===== src/rtl/axis_skid_slice_pkg.sv =====
// Shared state encoding and next-state rule for the CBS stream register slices.
package axis_skid_slice_pkg;

   localparam logic [1:0] ST_EMPTY = 2'd0;
   localparam logic [1:0] ST_BUSY  = 2'd1;
   localparam logic [1:0] ST_FULL  = 2'd2;

   typedef enum logic [1:0] {
      S_EMPTY = ST_EMPTY,
      S_BUSY  = ST_BUSY,
      S_FULL  = ST_FULL
   } slice_state_e;

   // Occupancy rule: the output register fills first, the skid register only absorbs overflow.
   function automatic slice_state_e slice_next_state(input slice_state_e st,
                                                     input logic in_beat,
                                                     input logic out_beat);
      slice_state_e nxt;
      nxt = st;
      case (st)
         S_EMPTY: if (in_beat) nxt = S_BUSY;
         S_BUSY: begin
            if (in_beat && !out_beat)      nxt = S_FULL;
            else if (!in_beat && out_beat) nxt = S_EMPTY;
         end
         S_FULL:  if (out_beat) nxt = S_BUSY;
         default: nxt = S_EMPTY;
      endcase
      return nxt;
   endfunction

endpackage


===== src/rtl/axis_skid_slice.sv =====
// Full valid/ready register slice with a 2-entry skid buffer; 1 beat/cycle, all outputs registered.
// Define AXIS_SKID_SLICE_TLAST_EN to carry tlast through the slice and count completed frames.
module axis_skid_slice
   import axis_skid_slice_pkg::*;
#(
   parameter int DATA_WIDTH = 8
`ifdef AXIS_SKID_SLICE_TLAST_EN
  ,parameter int COUNT_WIDTH = 16
`endif
) (
   input  logic                  clk,
   input  logic                  rst,
   input  logic [DATA_WIDTH-1:0] s_tdata,
   input  logic                  s_tvalid,
   output logic                  s_tready,
   output logic [DATA_WIDTH-1:0] m_tdata,
   output logic                  m_tvalid,
   input  logic                  m_tready
`ifdef AXIS_SKID_SLICE_TLAST_EN
  ,input  logic                   s_tlast,
   output logic                   m_tlast,
   output logic [COUNT_WIDTH-1:0] frame_count
`endif
);

`ifdef AXIS_SKID_SLICE_TLAST_EN
   localparam int PW = DATA_WIDTH + 1;
`else
   localparam int PW = DATA_WIDTH;
`endif

   slice_state_e state;
   slice_state_e state_next;
   logic [PW-1:0] out_q;
   logic [PW-1:0] skid_q;
   logic [PW-1:0] in_payload;
   logic in_beat;
   logic out_beat;

`ifdef AXIS_SKID_SLICE_TLAST_EN
   assign in_payload = {s_tlast, s_tdata};
   assign m_tlast    = out_q[DATA_WIDTH];
`else
   assign in_payload = s_tdata;
`endif
   assign m_tdata = out_q[DATA_WIDTH-1:0];

   // Handshakes only look at registered ready/valid, so neither direction has a combinational path.
   always_comb begin
      in_beat    = s_tvalid && s_tready;
      out_beat   = m_tvalid && m_tready;
      state_next = slice_next_state(state, in_beat, out_beat);
   end

   // Ready and valid are registered from the next state so they line up with the new occupancy.
   always_ff @(posedge clk) begin
      if (rst) begin
         state    <= S_EMPTY;
         out_q    <= '0;
         skid_q   <= '0;
         m_tvalid <= 1'b0;
         s_tready <= 1'b0;
      end else begin
         state    <= state_next;
         m_tvalid <= (state_next != S_EMPTY);
         s_tready <= (state_next != S_FULL);
         case (state)
            S_EMPTY: begin
               if (in_beat) out_q <= in_payload;
            end
            S_BUSY: begin
               if (in_beat && out_beat)  out_q  <= in_payload;
               else if (in_beat)         skid_q <= in_payload;
            end
            S_FULL: begin
               if (out_beat) out_q <= skid_q;
            end
            default: ;
         endcase
      end
   end

`ifdef AXIS_SKID_SLICE_TLAST_EN
   // A frame counts as complete when its last beat leaves the slice; the count wraps naturally.
   always_ff @(posedge clk) begin
      if (rst) begin
         frame_count <= '0;
      end else if (out_beat && out_q[DATA_WIDTH]) begin
         frame_count <= frame_count + 1'b1;
      end
   end
`endif

endmodule


===== config.mk =====
export PLATFORM = sky130hd
export DESIGN_NAME = axis_skid_slice
export DESIGN_NICKNAME = d
export VERILOG_FILES = /design/src/rtl/axis_skid_slice_pkg.sv /design/src/rtl/axis_skid_slice.sv
export SDC_FILE = /design/constraint.sdc
export NUM_CORES = 1
export LEC_CHECK = 0
export ABC_AREA = 1
export BUFFER_PORTS_ARGS = -buffer_cell sky130_fd_sc_hd__buf_2
export CAP_MARGIN = 20
export CORE_ASPECT_RATIO = 0.7
export CORE_MARGIN = 4
export CORE_UTILIZATION = 45
export CTS_CLUSTER_DIAMETER = 100
export DETAILED_ROUTE_END_ITERATION = 8
export PLACE_DENSITY_LB_ADDON = 0.12
export SYNTH_ARGS = -nofsm -noshare
export SYNTH_HDL_FRONTEND = slang
export SYNTH_SLANG_ARGS = --single-unit

===== constraint.sdc =====
create_clock -name clk -period 1.2 [get_ports clk]
set_input_delay 0.24 -clock clk [delete_from_list [all_inputs] [get_ports clk]]
set_output_delay 0.24 -clock clk [all_outputs]
set_load 0.1 [all_outputs]

; After elaboration in Yosys (flattened, before gate mapping)
; Index checks and enable logic that the tools add are counted.
[word_totals]
romBits = 0
ramBits = 0
memories = 0
wordCells = 33
in_bits = 12
latchBits = 0
ff_bits = 20
output_inout_bits = 10
[classes]
bitwise = 1
n_mux = 9
shift = 0
magnitude_cmp = 0
mul = 0
n_reduce_logical = 12
addsub = 0
div_mod_pow = 0
n_eq_ne = 6
[ops]
columns = op, count
row1 = $mux W8, 3
row2 = $pmux W8 S3, 1
row3 = $mux W2, 4
row4 = $ne A2 B2 Y1 const B, 4
row5 = $pmux W2 S3, 1
row6 = $logic_and A1 B1 Y1, 5
row7 = $reduce_and A4 Y1, 1
row8 = $reduce_and A3 Y1, 1
row9 = $reduce_bool A3 Y1, 1
row10 = $eq A2 B1 Y1 const B, 1
row11 = $eq A2 B2 Y1 const B, 1
row12 = $logic_not A1 Y1, 2
row13 = $logic_not A2 Y1, 1
row14 = $reduce_bool A2 Y1, 1
row15 = $not A1 Y1, 1

; Logic depth before layout (Yosys ltp)
; Gate-level depths: netlist of the first run.
[depth]
depth_word = 7
depth_mapped = 7
ltp_nobuf = 7

; Worst setup path before layout of the first run
; OpenSTA, ideal clock, no wires.
[synth_path]
path_kind = flip-flop to flip-flop
start = register m_tvalid
end = register out_q[0], in the netlist m_tdata[0]
arrival_ns = 1.722
n_path_buf = 1
setup_time_ns = 0.113
path_stages_with_launch = 7
path_slack_ns = -0.634
synth_period_minus_slack_ns = 1.834
cell_sequence = dfxtp_1 nand2_1 o21ai_4 nand3_4 buf_12 nor2_1 nor2_1
[synth_between]
elab_chain_cells = 4
word_cells_on_any_way = 5
cone_classes = eq/ne (2) / reduce/logical (3)
[synth_lines]
columns = item, line_no
row1 = start: declaration, axis_skid_slice.sv:17  ; output logic m_tvalid,
row2 = start signal: assignment, axis_skid_slice.sv:65  ; m_tvalid <= (state_next != S_EMPTY);
row3 = $logic_and A1 B1 Y1 (*), axis_skid_slice.sv:51  ; out_beat = m_tvalid && m_tready;
row4 = $logic_and A1 B1 Y1, axis_skid_slice.sv:72  ; if (in_beat && out_beat) out_q <= in_payload;
row5 = $ne A2 B2 Y1 (no line), --
row6 = $reduce_and A4 Y1 (no line) (*), --
row7 = end signal: assignment, axis_skid_slice.sv:69  ; if (in_beat) out_q <= in_payload;
row8 = end signal: assignment, axis_skid_slice.sv:72
row9 = end signal: assignment, axis_skid_slice.sv:76  ; if (out_beat) out_q <= skid_q;
row10 = end: declaration, axis_skid_slice.sv:34  ; logic [PW-1:0] out_q;
; Every way passes the cells marked *; elsewhere a longest branch is shown, timed or not.
; A chain may end at the register's enable or synchronous reset.

; Worst setup path after layout of the first run
[layout_path]
start = register s_tready
end = output port s_tready
[layout_lines]
columns = item, line_no
row1 = start: declaration, axis_skid_slice.sv:15  ; output logic s_tready,
row2 = start signal: assignment, axis_skid_slice.sv:66  ; s_tready <= (state_next != S_FULL);
; No word-level cell between the ends.

==> results of run 1 <==
[final cells by class]
cell class	instances	area, um2
fill	157	580.6
clock buffer	4	36.28
tap	22	27.53
multi-input combinational	100	480.5
inverter	13	51.30
sequential	20	420.4
timing repair buffer	24	290.3
[path summary, 6_finish.rpt]
kind	startpoint	slack, ns	end	cells after the start
worst min register to register	skid_q[3]	0.50	skid_q[3]	2
worst min-delay path	rst	0.11	s_tready	2
worst max-delay path	s_tready	0.1	s_tready	1
worst max register to register	state[1]	0.1	m_tdata[7]	5
[registers in the layout, summed over array words and instances (netlist names)]
register and cells:
skid_q 8, s_tready 1, state 2, m_tdata 8, m_tvalid 1
[metrics by stage]
stage               cell area (um2)  setup slack (ns)  total power, uW  cells  hold slack (ns)
global route                   1306          -0.01783             1890    183           0.1088
detailed placement             1234       -0.00003175             1410    177           0.4356
finish                         1306           0.09889             1809    183           0.1139
CTS                            1271          0.001497             1792    181           0.1143
floorplan                     939.7          -0.02038             1197    133           0.2997
global placement               1234           0.06137             1397    177           0.4391
[where the power goes]
part / internal, uW / leakage (uW) / switching (uW)
sequential: 724 / 0.000169 / 55.9
clock: 185 / 0.0000210 / 206
combinational: 225 / 0.000432 / 412
[timing repair]
item	4_1_cts	5_1_grt
endpoints found under the setup margin	6	16
cloned	0	2
gates resized for setup	1	10
pin swaps	0	3
[cells by family (layout without fill, tap and decap cells)]
family / after synthesis / after routing / share of synthesized area [%]
xor+xnor: 1 / 1 / 0.9711
simple gates: 86 / 88 / 39.11
buf+inv: 15 / 41 / 8.044
flops: 20 / 20 / 44.38
compound gates: 11 / 11 / 7.490
[placed cells by master (no fill, tap or decap), drive strengths merged]
master  synthesis  routed
xor2            1       1
nand2          48      49
nand3           1       2
buf             1      24
dfxtp          20      20
nor3            1       1
o21ai          10      10
inv            13      13
a31oi           1       1
nor2           36      36
clkbuf          1       4
[layer usage]
layer,GRT usage [%],wire length (um),part of all wire (%)
met5,0,0,0
met4,3.390,10,0.47
met3,5.382,143,6.8
met2,25.05,969,46
met1,20.72,990,47
==> qor.yml, run 1 <==
synth:
  synth_common_cells: "47 x nand2_1, 33 x nor2_1, 20 x dfxtp_1, 11 x inv_1, 9 x o21ai_0"
  syn_avg_cell_area_um2: 6.783
  synth_top_area_share_pct: 44.38
  async_flop_share_pct: 0
  yosysWarnings: 0
  synth_enable_flop_cells: 0
  yosys.area.top_type: "dfxtp_1"
  synth-seq-cells: 20
  synth.distinct_cells: 16
  ys_seq_area_share_pct: 44.38
  synth_most_common_cell: "nand2_1"
  syn-num-nets: 145
  synthFlopType: "dfxtp_1"
  post_synth_main_area_contributors: "dfxtp_1 44%, nand2_1 20%, nor2_1 14%"
  syn_inst: 133
  synth_area_um2: 902.1
routing:
  drt_iter0_markers: 34
  ant_nets: 0
  wl_per_cell_um: 11.55
  vias: 854
  wl_um: 2114
  firstDrtPassIters: 4
  vias_per_cell: 4.667
  drc_errors: 0
pwr:
  ir_drop_uv: 968.7
  power.density_mw_per_mm2: 1385
  p_leak_uw: 0.0006217
critical_path:
  cp.arrival_ns: 0.86
  cp_top_family: "flip-flops"
  crit_buf_inv: 1
  worstPathMaxFanout: 2
  cp_slowest_cell: "dfxtp_4"
  endpoint_kind: "output pin"
  cp-start-kind: "flip-flop"
  path_class: "reg -> out"
  timing.critical_path.slowest_cell_delay_ns: 0.39
  required_ns: 0.96
  path_cells: "buf_12"
placement:
  io_buffers: 21
  dp_hpwl_um: 1489
  place.gp.congestion: 0.8368
sta:
  drv_slew: 0
  slew-limit-headroom_pct: 82.28
  skew_ns: 0.005736
  timing.final.crit_share_pct: 91.76
  setup_violations: 0
  tightest_slew_ns: 0.2648
  fin_crit_ns: 1.101
  fin_tns_setup_ns: 0
  finalHoldViolations: 0
  rsz0062_at_grt: "yes"
  max_freq_mhz: 908.2
floorplanning:
  start_util_pct: 47.81
  die_y_um: 45.46
  core_area_mm2: 0.001887
  io_pins: 22
  fp.dieW_um: 61.52
  dieArea_mm2: 0.002796
  row_count: 13
clock_tree:
  root_buffer: "clkbuf_4"
  cts_setup_buffers: 0
  cts.reportedPaths.clkPinSlew_ns: 0.11
  cts_tree: "done"
  cts_buffers: 3
  htree_levels: 1
  cts_sinks: 20
  clockBufferDepth: 2
  clock_latency_ns: 0.30
  holdBufCountCts: 0
final_layout:
  drive_gt1_share_pct: 34.16
  area_growth_syn_to_layout_pct: 44.80
  fin_util_pct: 69.23
  diodes: 0
  nets: 174
global_routing:
  grt_usage_pct: 15.76
  grt_max_degree: 18
  overflow: 0
  grt_pass1_wl_um: 3229
  antenna_found_initial: 0
  grt_pass1_vias: 743
hold_path:
  hp-class: "in -> reg"
run:
  max_cap_violations: 0
status:
  status: "finished clean"
No activity file was read; power rests on OpenSTA's default activity.
==> run 2: changes to the inputs <==
Settings changed: ABC_AREA 1 to unset.
==> qor.yml, run 2 <==
critical_path:
  r2r-start: "state[1]"
  required_ns: 1.42  # +0.46 ns
  startpoint: "state[1]"
  path_class: "reg -> reg"
  cp.arrival_ns: 1.47  # +0.61 ns
  worstPathMaxFanout: 7  # +5
  cp-start-kind: "flip-flop"
  endpoint_kind: "flip-flop"
sta:
  tightest_slew_ns: 0.4412  # +0.1764 ns
  fin_ws_ns: -0.05383  # -0.1527 ns
  drv_slew: 0  # unchanged
  finalHoldViolations: 0  # unchanged
  slew-limit-headroom_pct: 70.59  # -12 points
  whs_ns: 0.1382  # +0.02422 ns
  timing.final.crit_share_pct: 104.5  # +13 points
  fin_crit_ns: 1.254  # +0.1527 ns
  max_freq_mhz: 797.6  # -12%
  setup_violations: 8  # +8
  skew_ns: 0.005593  # -0.0001429 ns
  rsz0062_at_grt: "yes"
synth:
  synth_area_um2: 957.2  # +6.1%
  synth_enable_flop_cells: 0  # unchanged
  syn_inst: 83  # -38%
  yosys.area.top_type: "dfxtp_1"
  synth_common_cells: "20 x dfxtp_1, 16 x mux2i_1, 9 x nor2_1, 8 x a211oi_2, 8 x nor3_1"
  synth.distinct_cells: 23  # +7
  syn_avg_cell_area_um2: 11.53  # +70%
  synth_most_common_cell: "dfxtp_1"
  post_synth_main_area_contributors: "dfxtp_1 42%, mux2i_1 17%, a211oi_2 10%"
  yosysWarnings: 0  # unchanged
  synth-seq-cells: 20  # unchanged
  synthFlopType: "dfxtp_1"
  async_flop_share_pct: 0  # unchanged
  synth_top_area_share_pct: 41.83  # -2.6 points
  ys_seq_area_share_pct: 41.83  # -2.6 points
  syn-num-nets: 95  # -34%
hold_path:
  min_from: "m_tready"
  hp-class: "in -> reg"
pwr:
  power.internal_uw: 1066  # -6.0%
  p_leak_uw: 0.0006098  # -1.9%
  swShare_pct: 36.10  # -1.2 points
  switchingPower_uw: 602.1  # -11%
  total_power_uw: 1668  # -7.8%
  power.density_mw_per_mm2: 1238  # -11%
  combPwrFrac_pct: 35.1  # about the same
  seqPwrFrac_pct: 45.3  # +2.2 points
  ir_drop_uv: 958.8  # -1.0%
  power.share.clock_pct: 19.5  # -2.1 points
floorplanning:
  core_area_mm2: 0.001936  # +2.6%
  dieArea_mm2: 0.002941  # +5.2%
  die_y_um: 46.59  # +2.5%
  io_pins: 22  # unchanged
  row_count: 13  # unchanged
  fp.dieW_um: 63.13  # +2.6%
  start_util_pct: 49.45  # +1.6 points
global_routing:
  grt_max_degree: 21  # +3
  antenna_found_initial: 0  # unchanged
  overflow: 0  # unchanged
  grt_pass1_wl_um: 3346  # +3.6%
  grt_pass1_vias: 710  # -4.4%
  grt_usage_pct: 14.99  # -0.77 points
final_layout:
  nets: 122  # -30%
  drive_gt1_share_pct: 58.72  # +25 points
  area_growth_syn_to_layout_pct: 40.78
  fin_util_pct: 69.62  # +0.39 points
  diodes: 0  # unchanged
  final_cell_mix: "16 x mux2i_1, 12 x buf_12, 11 x buf_2"
  final_common_cell: "mux2i_1"
clock_tree:
  holdBufCountCts: 0  # unchanged
  htree_levels: 1  # unchanged
  cts_sinks: 20  # unchanged
  cts_tree: "done"
  clock_latency_ns: 0.30  # about the same
  cts_buffers: 3  # unchanged
  clockBufferDepth: 2  # unchanged
  cts.reportedPaths.clkPinSlew_ns: 0.11  # about the same
  root_buffer: "clkbuf_4"
routing:
  vias: 721  # -16%
  wl_per_cell_um: 15.63  # +35%
  firstDrtPassIters: 3  # -1
  wl_um: 2047  # -3.2%
  ant_nets: 0  # unchanged
  drt_iter0_markers: 18  # -47%
  vias_per_cell: 5.504  # +18%
  drc_errors: 0  # unchanged
placement:
  place.gp.congestion: 0.6835  # -18%
  pre_cts_ws_ns: -0.07963  # -0.07959 ns
  dp_hpwl_um: 1437  # -3.5%
  io_buffers: 21  # unchanged
status:
  violations: "setup timing"
  status: "complete, but fails checks"
run:
  max_cap_violations: 0  # unchanged
[run 2: cell types whose count changed after synthesis, sizes merged, moves of 4 or more]
cell    before  now
inv         13    0
nor3         1    8
o21ai       10    1
mux2i        0   16
a21oi        0    4
nor2        36   10
a211oi       0    8
nand2       48    3
[run 2: worst max-delay path: stages, from the launching register on]
cell and delay (ns):
dfxtp_4 0.38, nand3b_4 0.21, a21oi_4 0.21, buf_12 0.15
nor3_4 0.04, a211oi_2 0.18
[run 2: routing by layer]
metal  part of all wire [%]  up-vias  global-route usage (%)
met5                      0        -                       0
met4                      0        0                   1.316
met3                    6.2        0                   6.341
met2                     47       18                   23.48
met1                     47      344                   20.03
li1                       -      359                       -
[run 2: power groups by stage]
stage / Sequential [uW] / Combinational [uW] / Clock (uW)
final: 756 / 586 / 326
after global routing: 763 / 609 / 380
after CTS: 753 / 555 / 337
after detailed placement: 768 / 554 / 0
after global placement: 766 / 549 / 0
after floorplan: 967 / 168 / 0
[run 2: area by class of cell]
class | instances | area [um2]
clock buffer | 4 | 26.28
multi-input combinational | 59 | 554.3
timing repair buffer | 26 | 317.8
tap | 22 | 27.53
sequential | 20 | 421.7
fill | 140 | 588.1
[run 2: cell families (layout without fill, tap and decap cells)]
kind of cell / Yosys count / count (layout) / synth area share, %
mux: 16 / 16 / 16.73
flops: 20 / 20 / 41.83
simple gates: 25 / 25 / 16.34
compound gates: 18 / 18 / 20.13
buf+inv: 4 / 30 / 4.967
[run 2: path summary, 6_finish.rpt]
check | to | slack (ns) | depth (start not counted)
worst max-delay path | m_tdata[5] | -0.05 | 5
worst min-delay path | state[1] | 0.14 | 2
worst max register to register | m_tdata[5] | -0.05 | 5
worst min register to register | state[1] | 0.50 | 1
[run 2: per-stage QoR]
step	setup TNS [ns]	area [um2]	std cells
2_1_floorplan	-1.629	978.4	83
3_3_place_gp	-0.2465	1236	125
3_5_place_dp	-0.7867	1236	125
4_1_cts	-0.1676	1264	129
5_1_grt	-1.238	1348	131
6_report	-0.2381	1348	131
[run 2: repair_timing]
action                     in CTS  in global routing
pin swaps                       1                  8
buffers inserted                0                  2
gates resized for setup         1                  9
setup endpoints to repair      16                 16
==> run 3: changes to the inputs <==
Settings changed: PLACE_DENSITY set to 0.74, PLACE_DENSITY_LB_ADDON 0.12 to unset.
==> qor.yml, run 3 (synthesis results as in run 2) <==
placement:
  place.gp.congestion: 0.7750  # +13%
  dp_hpwl_um: 1416  # -1.4%
  io_buffers: 21  # unchanged
routing:
  vias_per_cell: 5.574  # +1.3%
  wl_met1_um: 1021  # +6.1%
  wl_um: 2169  # +6.0%
  vias: 758  # +5.1%
  wl_met3_um: 102  # -20%
  wl_met2_um: 1032  # +7.8%
  topRoutingLayerUsed: "met4"
  firstDrtPassIters: 4  # +1
  drt_iter0_markers: 14  # -4
  ant_nets: 0  # unchanged
  drc_errors: 0  # unchanged
  wl_per_cell_um: 15.95  # +2.1%
global_routing:
  grt_usage_pct: 14.39  # -0.60 points
  grt_pass1_vias: 684  # -3.7%
  overflow: 0  # unchanged
  grt_pass1_wl_um: 3187  # -4.8%
  grt_max_degree: 21  # unchanged
  antenna_found_initial: 0  # unchanged
final_layout:
  area_growth_syn_to_layout_pct: 41.70
  final_common_cell: "mux2i_1"
  multi_input_area_um2: 543.0  # -2.0%
  seqCellArea_um2: 421.7  # unchanged
  final_cell_mix: "16 x mux2i_1, 11 x buf_2, 10 x buf_12"
  diodes: 0  # unchanged
  drive_gt1_share_pct: 59.65  # +0.93 points
  nets: 127  # +4.1%
  nFillCells: 133  # -5.0%
sta:
  drv_slew: 0  # unchanged
  whs_ns: 0.1345  # -0.003631 ns
  timing.final.crit_share_pct: 103.4  # -1.1 points
  skew_ns: 0.008954  # +0.003361 ns
  max_freq_mhz: 805.7  # +1.0%
  rsz0062_at_grt: "yes"
  fin_ws_ns: -0.04118  # +0.01265 ns
  finalHoldViolations: 0  # unchanged
  setup_violations: 14  # +6
  fin_crit_ns: 1.241  # -0.01265 ns
  tightest_slew_ns: 0.4388  # -0.002389 ns
  slew-limit-headroom_pct: 70.75  # +0.16 points
pwr:
  ir_drop_uv: 1031  # +7.5%
  power.density_mw_per_mm2: 1234  # -0.26%
  p_leak_uw: 0.0006271  # +2.8%
  total_power_uw: 1674  # +0.39%
run:
  max_cap_violations: 0  # unchanged
clock_tree:
  cts_sinks: 20  # unchanged
  root_buffer: "clkbuf_4"
  holdBufCountCts: 0  # unchanged
  clock_latency_ns: 0.30  # about the same
  htree_levels: 1  # unchanged
  cts_buffers: 3  # unchanged
  cts.reportedPaths.clkPinSlew_ns: 0.11  # about the same
  cts_tree: "done"
  clockBufferDepth: 2  # unchanged
status:
  violations: "setup timing"
  status: "complete, but fails checks"
floorplanning:
  core_area_mm2: 0.001936  # unchanged
  start_util_pct: 49.45  # unchanged
  row_count: 13  # unchanged
  dieArea_mm2: 0.002941  # unchanged
  fp.dieW_um: 63.13  # unchanged
  io_pins: 22  # unchanged
  die_y_um: 46.59  # unchanged
critical_path:
  worstPathMaxFanout: 8  # +1
  path_class: "reg -> reg"
  path_cells: "nand3b_4, a21o_4, o21ai_4, a211oi_2"
  endpoint_kind: "flip-flop"
  timing.critical_path.slowest_cell_delay_ns: 0.38  # about the same
  cp.arrival_ns: 1.41  # -0.06 ns
  crit_buf_inv: 0  # -1
  cp-start-kind: "flip-flop"
  cp_slowest_cell: "dfxtp_4"
  cp_top_family: "compound AO/OA/AOI/OAI gates"
  required_ns: 1.37  # -0.05 ns
hold_path:
  hp-class: "in -> reg"
run 3: path summary, 6_finish.rpt:
| check | start | to | slack (ns) | cells past startpoint |
|---|---|---|---|---|
| setup reg to reg | state[1] | m_tdata[5] | -0.04 | 4 |
| hold reg to reg | m_tvalid | state[1] | 0.50 | 1 |
| setup / recovery | state[1] | m_tdata[5] | -0.04 | 4 |
| hold / removal | m_tready | state[1] | 0.13 | 2 |
run 3: through the flow:
| step | setup WS (ns) | instance area (um2) | utilization, % | TNS [ns] | cells |
|---|---|---|---|---|---|
| floorplan | -0.1055 | 978.4 | - | -1.629 | 83 |
| global placement | -0.02032 | 1236 | 63.87 | -0.1501 | 125 |
| detailed placement | -0.07600 | 1236 | 63.87 | -0.6932 | 125 |
| CTS | -0.01818 | 1264 | 65.29 | -0.1218 | 129 |
| global route | -0.1046 | 1356 | 70.07 | -1.305 | 136 |
| finish | -0.04118 | 1356 | 70.07 | -0.3734 | 136 |
run 3: timing repair:
| action | CTS | global route |
|---|---|---|
| setup buffers | 0 | 7 |
| resized for setup | 1 | 9 |
| setup endpoints to repair | 16 | 16 |
| pin swaps | 2 | 7 |
run 3: power breakdown:
group          switching [uW]  internal, uW  leakage (uW)  total, uW
sequential               47.6           707      0.000168        755
combinational             360           230      0.000444        590
clock                     200           129     0.0000150        329
total                     607          1070      0.000627       1670
run 3: routing by layer:
| metal | vias to the layer above | global-route usage, % |
|---|---|---|
| met1 | 364 | 18.69 |
| met4 | 0 | 3.947 |
| li1 | 375 | - |
| met2 | 17 | 23.27 |
| met3 | 2 | 4.634 |
| met5 | - | 0 |
run 3: layout make-up:
type / instances / area share, %
sequential: 20 / 31.09
clock buffer: 4 / 1.937
multi-input combinational: 59 / 40.04
tap: 22 / 2.030
timing repair buffer: 31 / 24.91
